### src/rtl/piso_pkg.sv
// Shared types and helpers for the parallel-in/serial-out serializer.
package piso_pkg;

  typedef enum logic [1:0] {IDLE, SHIFT, GAP} piso_state_t;

  // Counter width for a range of n values, never narrower than one bit.
  function automatic int cnt_width(input int n);
    return (n <= 1) ? 1 : $clog2(n);
  endfunction

endpackage

### src/rtl/piso_serializer_if.sv
// Upstream word handshake plus serial output bundle of the serializer.
interface piso_serializer_if #(
  parameter int WIDTH = 4
);

  logic [WIDTH-1:0] din;
  logic             din_valid;
  logic             din_ready;
  logic             sout;
  logic             sout_valid;
  logic             sof;
  logic             busy;

  modport master (
    output din, din_valid,
    input  din_ready, sout, sout_valid, sof, busy
  );

  modport slave (
    input  din, din_valid,
    output din_ready, sout, sout_valid, sof, busy
  );

endinterface

### src/rtl/bit_counter.sv
// Up-counter with synchronous clear and enable that saturates at TERMINAL.
module bit_counter #(
  parameter int CW       = 2,
  parameter int TERMINAL = 3
) (
  input  logic clk,
  input  logic rst,
  input  logic clear,
  input  logic en,
  output logic done
);

  localparam logic [CW-1:0] TERM = CW'(TERMINAL);

  logic [CW-1:0] count;

  // Clear wins over enable; holding at TERM keeps the count from wrapping.
  always_ff @(posedge clk) begin
    if (rst || clear) begin
      count <= '0;
    end else if (en && !done) begin
      count <= count + CW'(1);
    end
  end

  assign done = (count == TERM);

endmodule

### src/rtl/piso_serializer.sv
// Parallel-in/serial-out stage: accepts a word on valid/ready and emits it one bit per clock.
module piso_serializer
  import piso_pkg::*;
#(
  parameter int WIDTH     = 4,
  parameter int MSB_FIRST = 1,
  parameter int GAP       = 0
) (
  input logic              clk,
  input logic              rst,
  piso_serializer_if.slave bus
);

  piso_state_t      state;
  logic [WIDTH-1:0] sreg;
  logic             accept;
  logic             bit_done;
  logic             gap_done;

  // A new word can follow the last bit directly only when no idle gap is requested.
  assign bus.din_ready = (state == IDLE) ||
                         ((state == SHIFT) && (GAP == 0) && bit_done);
  assign accept = bus.din_valid && bus.din_ready;

  bit_counter #(
    .CW       (cnt_width(WIDTH)),
    .TERMINAL (WIDTH - 1)
  ) u_bit_cnt (
    .clk   (clk),
    .rst   (rst),
    .clear (accept),
    .en    (state == SHIFT),
    .done  (bit_done)
  );

  bit_counter #(
    .CW       (cnt_width(GAP + 1)),
    .TERMINAL ((GAP > 0) ? GAP - 1 : 0)
  ) u_gap_cnt (
    .clk   (clk),
    .rst   (rst),
    .clear (state != piso_pkg::GAP),
    .en    (state == piso_pkg::GAP),
    .done  (gap_done)
  );

  // The first bit is registered on accept, so sreg only holds the bits still to be sent.
  always_ff @(posedge clk) begin
    if (rst) begin
      state          <= IDLE;
      sreg           <= '0;
      bus.sout       <= 1'b0;
      bus.sout_valid <= 1'b0;
      bus.sof        <= 1'b0;
      bus.busy       <= 1'b0;
    end else if (accept) begin
      state          <= SHIFT;
      sreg           <= (MSB_FIRST != 0) ? (bus.din << 1) : (bus.din >> 1);
      bus.sout       <= (MSB_FIRST != 0) ? bus.din[WIDTH-1] : bus.din[0];
      bus.sout_valid <= 1'b1;
      bus.sof        <= 1'b1;
      bus.busy       <= 1'b1;
    end else begin
      case (state)
        IDLE: begin
          state <= IDLE;
        end
        SHIFT: begin
          if (!bit_done) begin
            sreg     <= (MSB_FIRST != 0) ? (sreg << 1) : (sreg >> 1);
            bus.sout <= (MSB_FIRST != 0) ? sreg[WIDTH-1] : sreg[0];
            bus.sof  <= 1'b0;
          end else begin
            state          <= (GAP > 0) ? piso_pkg::GAP : IDLE;
            bus.sout       <= 1'b0;
            bus.sout_valid <= 1'b0;
            bus.sof        <= 1'b0;
            bus.busy       <= (GAP > 0);
          end
        end
        piso_pkg::GAP: begin
          if (gap_done) begin
            state    <= IDLE;
            bus.busy <= 1'b0;
          end
        end
        default: begin
          state          <= IDLE;
          bus.sout       <= 1'b0;
          bus.sout_valid <= 1'b0;
          bus.sof        <= 1'b0;
          bus.busy       <= 1'b0;
        end
      endcase
    end
  end

endmodule
### src/flat_wrapper.sv
// flat-port wrapper written by rule: the top's interface ports become plain ports
module piso_serializer_flat import piso_pkg::*;
#(
  parameter int WIDTH     = 4,
  parameter int MSB_FIRST = 1,
  parameter int GAP       = 0
)
  (clk, rst, bus_din, bus_din_valid, bus_din_ready, bus_sout, bus_sout_valid, bus_sof, bus_busy);
  piso_serializer_if #(.WIDTH(WIDTH)) bus_i ();
  input logic clk;
  input logic rst;
  input wire logic [$bits(bus_i.din)-1:0] bus_din;
  input wire logic [$bits(bus_i.din_valid)-1:0] bus_din_valid;
  output wire logic [$bits(bus_i.din_ready)-1:0] bus_din_ready;
  output wire logic [$bits(bus_i.sout)-1:0] bus_sout;
  output wire logic [$bits(bus_i.sout_valid)-1:0] bus_sout_valid;
  output wire logic [$bits(bus_i.sof)-1:0] bus_sof;
  output wire logic [$bits(bus_i.busy)-1:0] bus_busy;
  assign bus_i.din = bus_din;
  assign bus_i.din_valid = bus_din_valid;
  assign bus_din_ready = bus_i.din_ready;
  assign bus_sout = bus_i.sout;
  assign bus_sout_valid = bus_i.sout_valid;
  assign bus_sof = bus_i.sof;
  assign bus_busy = bus_i.busy;
  piso_serializer #(.WIDTH(WIDTH), .MSB_FIRST(MSB_FIRST), .GAP(GAP)) u_core (.clk(clk), .rst(rst), .bus(bus_i));
endmodule
### config.mk
export PLATFORM = sky130hd
export DESIGN_NAME = piso_serializer_flat
export DESIGN_NICKNAME = d
export VERILOG_FILES = /design/src/rtl/piso_pkg.sv /design/src/rtl/piso_serializer_if.sv /design/src/rtl/bit_counter.sv /design/src/rtl/piso_serializer.sv /design/src/flat_wrapper.sv
export SDC_FILE = /design/constraint.sdc
export NUM_CORES = 1
export LEC_CHECK = 0
export CORE_AREA = 2 2 39 41
export DETAILED_ROUTE_END_ITERATION = 16
export DIE_AREA = 0 0 41 43
export PLACE_DENSITY_LB_ADDON = 0.15
export SYNTH_ARGS = -nofsm -noshare
export SYNTH_HDL_FRONTEND = slang
export SYNTH_HIERARCHICAL = 1
export SYNTH_SLANG_ARGS = --single-unit
### constraint.sdc
create_clock -name clk -period 1.9 [get_ports clk]
set_input_delay 0.475 -clock clk [delete_from_list [all_inputs] [get_ports clk]]
set_output_delay 0.475 -clock clk [all_outputs]
set_load 0.01 [all_outputs]
==> results.ini <==
[power]
p_leak_nw=0.240
peakVddDrop_v=0.000432
p_per_area_mw_per_mm2=747

[detailed_routing]
wl_per_cell_um=10.0
drt_iter0_drc=10
via_per_inst=4.88
vias=366
firstDrtPassIters=4
drtAntennaViolNets=0
wirelength_um=751
drc_errors=0

[synth]
synth_nets=50
synth_cells=42
synth_seq_area_share_pct=43.4
synthDistinctLibCells=21
synth_area_leaders=dfxtp_1 (43%), mux2i_1 (7.2%), nor2b_4 (6.6%)
synth_top_area_cell=dfxtp_1
ys_seq_elements=9
yosysWarnings=6
netlist_area_um2=415
synth_top_area_share_pct=43.4
synth.avg_cell_area_um2=9.89

[place]
placed_cell_area_um2=549
port_buffers=11
dp.cells=70
hpwl_um=550
place_congestion=0.712

[floorplan]
die_h_um=43
ios=12
core_mm2=0.00138
die_w_um=41
die-area_mm2=0.00176
start_util_pct=30.0
num_rows=14

[global_routing]
grt-ovfl-total=0
grt_pass1_vias=284
grtUsageTotal_pct=10.2
grt_max_degree=7
grt_pass1_wl_um=1170
antenna_found_initial=0

[cells_and_area]
seqCellArea_um2=180
layout-drive-gt1-share_pct=22.0
synthToLayoutAreaGrowth_pct=40.7
finish.utilization_pct=42.2
finalNetCount=68
nFillCells=137
final_area_um2=584
fin_cells=75
multiInputGateArea_um2=211
diodes=0
most-common-layout-cells=clkdlybuf4s50_1 (10), dfxtp_1 (9), a21oi_1 (5)
layout_commonest_cell=clkdlybuf4s50_1

[sta]
period_share_pct=90.7
fin_tns_setup_ns=0
worst_clock_skew_ns=0.000509
period_minus_slack_ns=1.72
drv_slew=0
final-hold-violation-count=0
fmax_ghz=0.580
rsz0062_at_grt=no
setup_viol=0
slew-limit-headroom_pct=83.8
worst_pin_slew_ns=0.242

[clocking]
htreeDepth=1
path_clk_slew_ns=0.06
cts-buffers-inserted=3
clk_path_buf_depth=2
clk_latency_ns=0.25
cts_tree=done
cts_hold_buf=0
clockRootBuffer=clkbuf_4
cts_num_sinks=9

[critical_path]
start_kind=flip-flop
ff2ff_setup_slack_ns=0.70
crit_path_end_kind=output port
rr_endpoint=u_core/bus.sout
arrival_ns=1.25
reg2reg_from=u_core/u_bit_cnt/count[0]
path_class=reg2out
crit_required_ns=1.42
crit_fanout=5
reg2reg_depth=5

[job]
cap_violations=0

[hold_path]
min-delay-path-class=reg2reg
worst_hold_startpoint=u_core/sreg[1]
hold_depth=2
whs_endpoint=u_core/sreg[2]

[run_status]
outcome=complete, no violations

-- what timing repair did --
action,in CTS,in global routing
endpoints found under the setup margin,1,0
resized for setup,2,0
setup buffers,1,0
-- synthesized netlist by cell type --
| cell | n |
|---|---|
| a211oi_1 | 2 |
| a21oi_1 | 5 |
| a311oi_1 | 1 |
| a31oi_1 | 1 |
| and3b_1 | 1 |
| buf_4 | 1 |
| buf_6 | 1 |
| dfxtp_1 | 9 |
| ha_1 | 1 |
| inv_1 | 1 |
| inv_2 | 1 |
| mux2i_1 | 3 |
| nand2_1 | 3 |
| nor2_1 | 3 |
| nor2b_4 | 2 |
| nor3_1 | 1 |
| nor3_2 | 2 |
| o21ai_0 | 1 |
| o21bai_1 | 1 |
| or3_1 | 1 |
| xnor2_1 | 1 |
-- how the worst max path moves through the flow --
| stage | to | from | cells after the start |
|---|---|---|---|
| 6_report | bus_din_ready | u_core/u_bit_cnt/count[0] | 4 |
| 5_1_grt | bus_din_ready | u_core/u_bit_cnt/count[0] | 4 |
| 4_1_cts | bus_din_ready | u_core/u_bit_cnt/count[0] | 4 |
| 3_5_place_dp | bus_din_ready | u_core/u_bit_cnt/count[0] | 4 |
| 3_3_place_gp | bus_din_ready | u_core/u_bit_cnt/count[0] | 4 |
| 2_1_floorplan | bus_din_ready | u_core/u_bit_cnt/count[0] | 3 |
-- where the power goes --
part           switching, mW  internal, mW
Clock                 0.0639        0.0808
Sequential           0.00836         0.202
Combinational         0.0337        0.0476
Total                  0.106         0.330
-- area by class of cell --
cell class	instances	area share, %
multi-input combinational	29	36.2
inverter	2	1.28
tap	16	3.43
timing repair buffer	15	23.8
clock buffer	4	4.50
sequential	9	30.8
-- stage by stage --
| step | power, mW | setup WS (ns) | hold slack, ns |
|---|---|---|---|
| 2_1_floorplan | 0.258 | 0.586 | 0.472 |
| 3_3_place_gp | 0.296 | 0.178 | 0.506 |
| 3_5_place_dp | 0.294 | 0.164 | 0.495 |
| 4_1_cts | 0.442 | 0.171 | 0.504 |
| 5_1_grt | 0.467 | 0.108 | 0.541 |
| 6_report | 0.436 | 0.177 | 0.502 |
-- cells by family (layout without fill, tap and decap cells) --
logic type                 Yosys count  count (layout)  synth area share (%)
muxes                                3               3                  7.23
AOI/OAI and AO/OA                   11              11                  16.3
xor gates and xnor gates             1               1                  2.11
buffers and inverters                4              21                  6.32
adders and majority gates            1               1                  3.01
and+or+nand+nor                     13              13                  21.7
DFF                                  9               9                  43.4
-- worst max-delay path, cell delays in order, from the launching register on --
cell           delay (ns)
dfxtp_1              0.32
ha_2                 0.20
nor2b_4              0.13
inv_2                0.06
dlygate4sd2_1        0.28
-- flip-flops by register name, indices dropped and copies added, names as in the netlist --
name,count
u_core/bus.sof,1
u_core/u_bit_cnt/count,2
u_core/bus.sout_valid,1
u_core/bus.sout,1
u_core/state,1
u_core/sreg,3
-- layer usage --
layer	wire length [um]	GRT usage, %	vias up	part of all wire, %
met5	0	0	-	0
met4	0	2.00	0	0
met3	73	7.85	0	9.7
met2	335	12.5	19	45
met1	342	13.9	160	46
li1	-	-	187	-
Note: power is estimated with default switching activity, not from simulation.
